### config.mk
export PLATFORM = sky130hd
export DESIGN_NAME = crc_frame_tx
export DESIGN_NICKNAME = d
export VERILOG_FILES = /design/src/rtl/crc_frame_tx.sv
export SDC_FILE = /design/constraint.sdc
export NUM_CORES = 1
export LEC_CHECK = 0
export ABC_AREA = 1
export BUFFER_PORTS_ARGS = -buffer_cell sky130_fd_sc_hd__buf_4
export CAP_MARGIN = 20
export CORE_ASPECT_RATIO = 0.9
export CORE_MARGIN = 5
export CORE_UTILIZATION = 55
export DETAILED_ROUTE_END_ITERATION = 8
export PLACE_DENSITY = 0.73
export RECOVER_POWER = 50
export SLEW_MARGIN = 20
export SYNTH_ARGS = -nofsm -noshare
export SYNTH_HDL_FRONTEND = slang
export SYNTH_SLANG_ARGS = --single-unit
export TNS_END_PERCENT = 20
### constraint.sdc
create_clock -name clk -period 2.35 [get_ports clk]
set_clock_uncertainty 0.05 [all_clocks]
set_input_delay 0.3525 -clock clk [delete_from_list [all_inputs] [get_ports clk]]
set_output_delay 0.3525 -clock clk [all_outputs]
set_load 0.05 [all_outputs]
### src/rtl/crc_frame_tx.sv
// crc_frame_tx: collects a fixed-length payload alongside the CRC block, waits
// for its result, then sends SOF + payload + CRC as UART 8N1 bytes on tx.
module crc_frame_tx #(
  parameter int unsigned PAYLOAD_LEN  = 8,
  parameter int unsigned CLKS_PER_BIT = 4,
  parameter logic [7:0]  SOF          = 8'h7E
) (
  input  logic       clk,
  input  logic       reset_n,
  input  logic       enable,
  input  logic [7:0] data_in,
  input  logic       crc_done,
  input  logic [7:0] crc,
  output logic       tx,
  output logic       busy,
  output logic       frame_done,
  output logic       overflow
);

  localparam int unsigned CNT_W     = (PAYLOAD_LEN > 1) ? $clog2(PAYLOAD_LEN) : 1;
  localparam int unsigned TMR_W     = $clog2(CLKS_PER_BIT);
  localparam int unsigned BYTE_W    = $clog2(PAYLOAD_LEN + 2);
  localparam int unsigned BIT_W     = 4;
  localparam int unsigned LAST_BYTE = PAYLOAD_LEN + 1;
  localparam int unsigned STOP_BIT  = 9;
  localparam int unsigned LAST_DATA = 8;

  typedef enum logic [1:0] {
    IDLE     = 2'd0,
    COLLECT  = 2'd1,
    WAIT_CRC = 2'd2,
    SEND     = 2'd3
  } state_t;

  state_t            state, state_d;
  logic [CNT_W-1:0]  cnt, cnt_d;
  logic [7:0]        crc_q, crc_q_d;
  logic [TMR_W-1:0]  bit_tmr, bit_tmr_d;
  logic [BIT_W-1:0]  bit_idx, bit_idx_d;
  logic [BYTE_W-1:0] byte_idx, byte_idx_d;
  logic              tx_d, busy_d, frame_done_d, overflow_d;
  logic              cap_en;
  logic [CNT_W-1:0]  pay_idx;
  logic [7:0]        cur_byte;
  logic [7:0]        pay_buf [PAYLOAD_LEN];

  // Byte currently on the line: SOF, then payload slot byte_idx-1, then CRC.
  always_comb begin
    pay_idx = CNT_W'(byte_idx - BYTE_W'(1));
    if (byte_idx == '0) begin
      cur_byte = SOF;
    end else if (byte_idx == BYTE_W'(LAST_BYTE)) begin
      cur_byte = crc_q;
    end else begin
      cur_byte = pay_buf[pay_idx];
    end
  end

  // Next-state, counter and registered-output decode.
  always_comb begin
    state_d      = state;
    cnt_d        = cnt;
    crc_q_d      = crc_q;
    bit_tmr_d    = bit_tmr;
    bit_idx_d    = bit_idx;
    byte_idx_d   = byte_idx;
    tx_d         = tx;
    frame_done_d = 1'b0;
    cap_en       = 1'b0;
    overflow_d   = enable && ((state == WAIT_CRC) || (state == SEND));

    case (state)
      IDLE, COLLECT: begin
        if (enable) begin
          cap_en = 1'b1;
          if (cnt == CNT_W'(PAYLOAD_LEN - 1)) begin
            cnt_d   = '0;
            state_d = WAIT_CRC;
          end else begin
            cnt_d   = cnt + CNT_W'(1);
            state_d = COLLECT;
          end
        end
      end

      WAIT_CRC: begin
        if (crc_done) begin
          crc_q_d    = crc;
          state_d    = SEND;
          tx_d       = 1'b0;
          bit_tmr_d  = '0;
          bit_idx_d  = '0;
          byte_idx_d = '0;
        end
      end

      SEND: begin
        if (bit_tmr == TMR_W'(CLKS_PER_BIT - 1)) begin
          bit_tmr_d = '0;
          if (bit_idx == BIT_W'(STOP_BIT)) begin
            bit_idx_d = '0;
            if (byte_idx == BYTE_W'(LAST_BYTE)) begin
              byte_idx_d   = '0;
              state_d      = IDLE;
              tx_d         = 1'b1;
              frame_done_d = 1'b1;
            end else begin
              byte_idx_d = byte_idx + BYTE_W'(1);
              tx_d       = 1'b0;
            end
          end else begin
            // Ending bit k moves to bit k+1: data bit k for k<8, stop after.
            bit_idx_d = bit_idx + BIT_W'(1);
            tx_d      = (bit_idx == BIT_W'(LAST_DATA)) ? 1'b1 : cur_byte[bit_idx[2:0]];
          end
        end else begin
          bit_tmr_d = bit_tmr + TMR_W'(1);
        end
      end

      default: state_d = IDLE;
    endcase

    busy_d = (state_d == WAIT_CRC) || (state_d == SEND);
  end

  // State, counters and outputs; reset abandons any partial frame.
  always_ff @(posedge clk or negedge reset_n) begin
    if (!reset_n) begin
      state      <= IDLE;
      cnt        <= '0;
      crc_q      <= '0;
      bit_tmr    <= '0;
      bit_idx    <= '0;
      byte_idx   <= '0;
      tx         <= 1'b1;
      busy       <= 1'b0;
      frame_done <= 1'b0;
      overflow   <= 1'b0;
    end else begin
      state      <= state_d;
      cnt        <= cnt_d;
      crc_q      <= crc_q_d;
      bit_tmr    <= bit_tmr_d;
      bit_idx    <= bit_idx_d;
      byte_idx   <= byte_idx_d;
      tx         <= tx_d;
      busy       <= busy_d;
      frame_done <= frame_done_d;
      overflow   <= overflow_d;
    end
  end

  // Payload storage; contents are don't-care after reset.
  always_ff @(posedge clk) begin
    if (cap_en) begin
      pay_buf[cnt] <= data_in;
    end
  end

endmodule

==> results by group <==
Synth
  • Complex-gate fraction of the synthesized area: 4.15%
  • Xor/xnor share of the synthesized area: 0%
  • Synth area leaders: edfxtp_1, dfrtp_1, nand2_1, nand3_1, nor2_1
  • Register bit count reported by yosys: between 90 and 100
  • Cell area after synthesis: 4140 µm²
  • Synth Net Count: 441
  • Synth cell types: 33
  • Yosys warning count: 0
  • Area leader, netlist: edfxtp_1
  • Register area share after synthesis: 62.8%
  • Combinational family with the most area after synthesis: simple AND/OR/NAND/NOR gates
  • Cells after Synth: a little over 400
  • Share of the synthesized area in the top cell type: 46.5%
  • Synth Area in Simple Gates: 22.5%
  • Adder-Cell Fraction of Synth Area: 2.12%
  • Syn_area_per_cell: between 9 and 10 µm²
  • Mux cell area share after synthesis: about 1.9%

Run
  • Max Cap Viol: 0

GRT
  • GRT Util Overall: 19.9%
  • Initial antenna violation count: 0
  • First-pass GRT wire length: 14.3 mm
  • Vias in the first global route: 2982
  • Largest net degree at the start of global routing: 36
  • Remaining Overflow, GRT: 0

Min path
  • Worst Hold Launch: enable
  • HP Class: input port to register

STA
  • Max frequency: between 400 and 500 MHz
  • Final period utilization: 92.2%
  • Worst-Margin Slew: 1.44 ns
  • RSZ-0062 raised after global routing: no
  • Setup slack after layout: 0.184 ns
  • Final Slew Violations: 0
  • Final hold violation count: 0
  • Final Critical Period: between 2 and 2.5 ns
  • Setup Total Neg Slack: 0 ns
  • Final setup viols: 0
  • Slew headroom: 3.95%

Placed design
  • Setup WS pre-CTS: 0.243 ns
  • DP Area: 4430 µm²
  • DP HPWL: between 5 and 6 mm
  • Gpl congestion: 0.880
  • Port Buffer Count: 23

Outcome
  • Status: completed

Cells and area
  • Nets@finish: about 480
  • Fin area: roughly 4600 µm²
  • Diodes inserted: 0
  • Area grow syn2layout: 11.2%
  • FILL cells: 640
  • Share of post-route cells with drive strength above 1: 14.4%

Power
  • Leak pwr: 1.96 nW
  • Max IR drop VDD: around 0.69 mV
  • P per Cell Area: roughly 1200 nW/µm²

Critical path
  • Critical Path End Type: register
  • Critical path buffers and inverters: 4
  • Worst EP arrival: 2.40 ns
  • Cell-by-cell trace of the critical path: inv_4, buf_4, ha_1, inv_1, nand2_2, nand2_4, inv_6, nand3_1, nand3_1, nand2_1, nand2_1, nand2_1, nand2_1, nand3_1, nand2_1, nand2_1
  • Critical path class: register to register
  • Top Family by Delay on Critical Path: simple AND/OR/NAND/NOR gates
  • Required time of the critical path: approximately 2.6 ns
  • Crit. Startpoint: byte_idx[0]
  • Crit path max fanout: 22
  • CP Launch Type: register
  • Crit path top cell by count: nand2_1
  • CP max stage cell: dfrtp_1
  • Largest stage delay on the critical path: 0.42 ns
  • Worst r2r src: byte_idx[0]

Drt
  • Total wire length: roughly 8.3 mm
  • Routed Antenna Nets: 0
  • Wire length per cell: 15.2 µm
  • DRC: 0
  • Vias: 2929
  • Via density: 5.34
  • Initial DRT Pass Iterations: 5
  • Initial DRC Count: ~260

Clock tree
  • Clock slew at reported path FFs: 0.09 ns
  • Total CTS buffers: 9
  • Postcts setup bufs: 0
  • Sink Count: 91
  • Clk Latency, worst-skew pair: 0.35 ns
  • Max clock buf depth: 2
  • CTS tree: built
  • Root buffer cell: clkbuf_8
  • H-tree depth: 3

Floorplanning
  • Die H: 92.3 µm
  • Die area: 9360 µm²
  • Core Area: around 7400 µm²
  • Die X: 101 µm
  • Initial cell density of the core: a little under three fifths
  • Site Rows: 30
  • I/O Pins: 24
-- stage by stage --
stage / hold slack [ns] / total power [mW] / cells / utilization [%]
finish: 0.171 / 5.60 / 548 / 61.9
global route: 0.165 / 6.06 / 548 / 61.9
CTS: 0.158 / 5.62 / 548 / 62.3
detailed placement: 0.241 / 4.60 / 532 / 59.6
global placement: 0.238 / 4.54 / 532 / 59.6
floorplan: 0.00691 / 4.05 / 414 / -
-- where the power goes --
group	switching, mW	leakage, nW	total, mW	internal, mW
clock network	0.530	0.0854	1.02	0.485
registers	0.203	0.900	2.19	1.99
logic	1.56	0.974	2.39	0.833
-- placed cells by master, fill, tap and decap left out, drive strengths merged --
cell | synthesis | final
dfstp | 1 | 1
bufinv | 0 | 1
clkinvlp | 0 | 3
buf | 12 | 26
dfrtp | 26 | 26
nor3b | 1 | 1
o21a | 1 | 1
clkbuf | 1 | 18
a21oi | 9 | 9
o31ai | 1 | 1
inv | 45 | 46
o22ai | 1 | 1
a22oi | 1 | 1
nand3 | 45 | 45
edfxtp | 64 | 64
ha | 7 | 7
nor2 | 46 | 46
nand3b | 1 | 1
dlygate4sd3 | 0 | 1
o21ai | 16 | 16
nor3 | 2 | 2
mux2 | 7 | 7
nand2 | 123 | 123
a31oi | 1 | 1
a211oi | 1 | 1
or2 | 2 | 2
clkinv | 0 | 1
-- kinds of logic after synthesis --
logic type	after synthesis
and+or+nand+nor	220
DFF	91
buffers and inverters	58
AOI/OAI and AO/OA	31
muxes	7
adders and majority gates	7
-- final timing paths --
| path | to | slack, ns | depth (start not counted) |
|---|---|---|---|
| worst min-delay path | overflow | 0.17 | 3 |
| worst max-delay path | tx | 0.18 | 16 |
| worst min register to register | bit_tmr[0] | 0.45 | 1 |
| max in group asynchronous | crc_q[6] | 0.59 | 2 |
| worst max register to register | tx | 0.18 | 16 |
| min in group asynchronous | byte_idx[0] | 0.82 | 2 |
-- flip-flops by register name, summed over array words and instances (netlist names) --
| name | cells |
|---|---|
| bit_tmr | 2 |
| bit_idx | 4 |
| state | 2 |
| byte_idx | 4 |
| cnt | 3 |
| overflow | 1 |
| pay_buf | 64 |
| busy | 1 |
| frame_done | 1 |
| crc_q | 8 |
| tx | 1 |
-- metal layers --
layer	track usage, %	wire length [µm]
met1	27.8	3780
met2	30.7	3990
met3	5.48	460
met4	5.20	120
met5	0	0
-- cell usage after synthesis --
cell type	count
nor3b_1	1
clkbuf_2	1
nand3_2	2
a21oi_1	9
edfxtp_1	64
o21a_1	1
buf_6	2
ha_1	7
o21ai_0	15
o21ai_2	1
nand2_1	118
nor3_1	2
nor2_1	45
nand2_2	4
buf_2	5
o31ai_1	1
a211oi_1	1
or2_2	2
nand2_4	1
dfstp_2	1
inv_4	1
a22oi_1	1
inv_6	1
buf_4	5
nor2_4	1
mux2_2	7
a31oi_1	1
inv_1	39
nand3_1	43
nand3b_1	1
inv_2	4
dfrtp_1	26
o22ai_1	1
-- worst min-delay path: stages --
cell     delay (ns)
buf_4          0.10
nand2_1        0.05
inv_1          0.04
-- final cells by class --
cell class / count / area (µm²) / share of cell area [%]
sequential: 91 / 2600 / 56.5
tap: 96 / 120 / 2.61
multi-input combinational: 265 / 1270 / 27.6
timing repair buffer: 36 / 243 / 5.28
clock inverter: 6 / 65.1 / 1.42
clock buffer: 9 / 124 / 2.69
inverter: 45 / 176 / 3.84
-- repair_timing --
item	CTS	global route
hold endpoints to repair	26	0
gates resized for setup	0	1
hold buffers	1	0
setup endpoints to repair	0	1
Power figures use the tool's default switching activity.
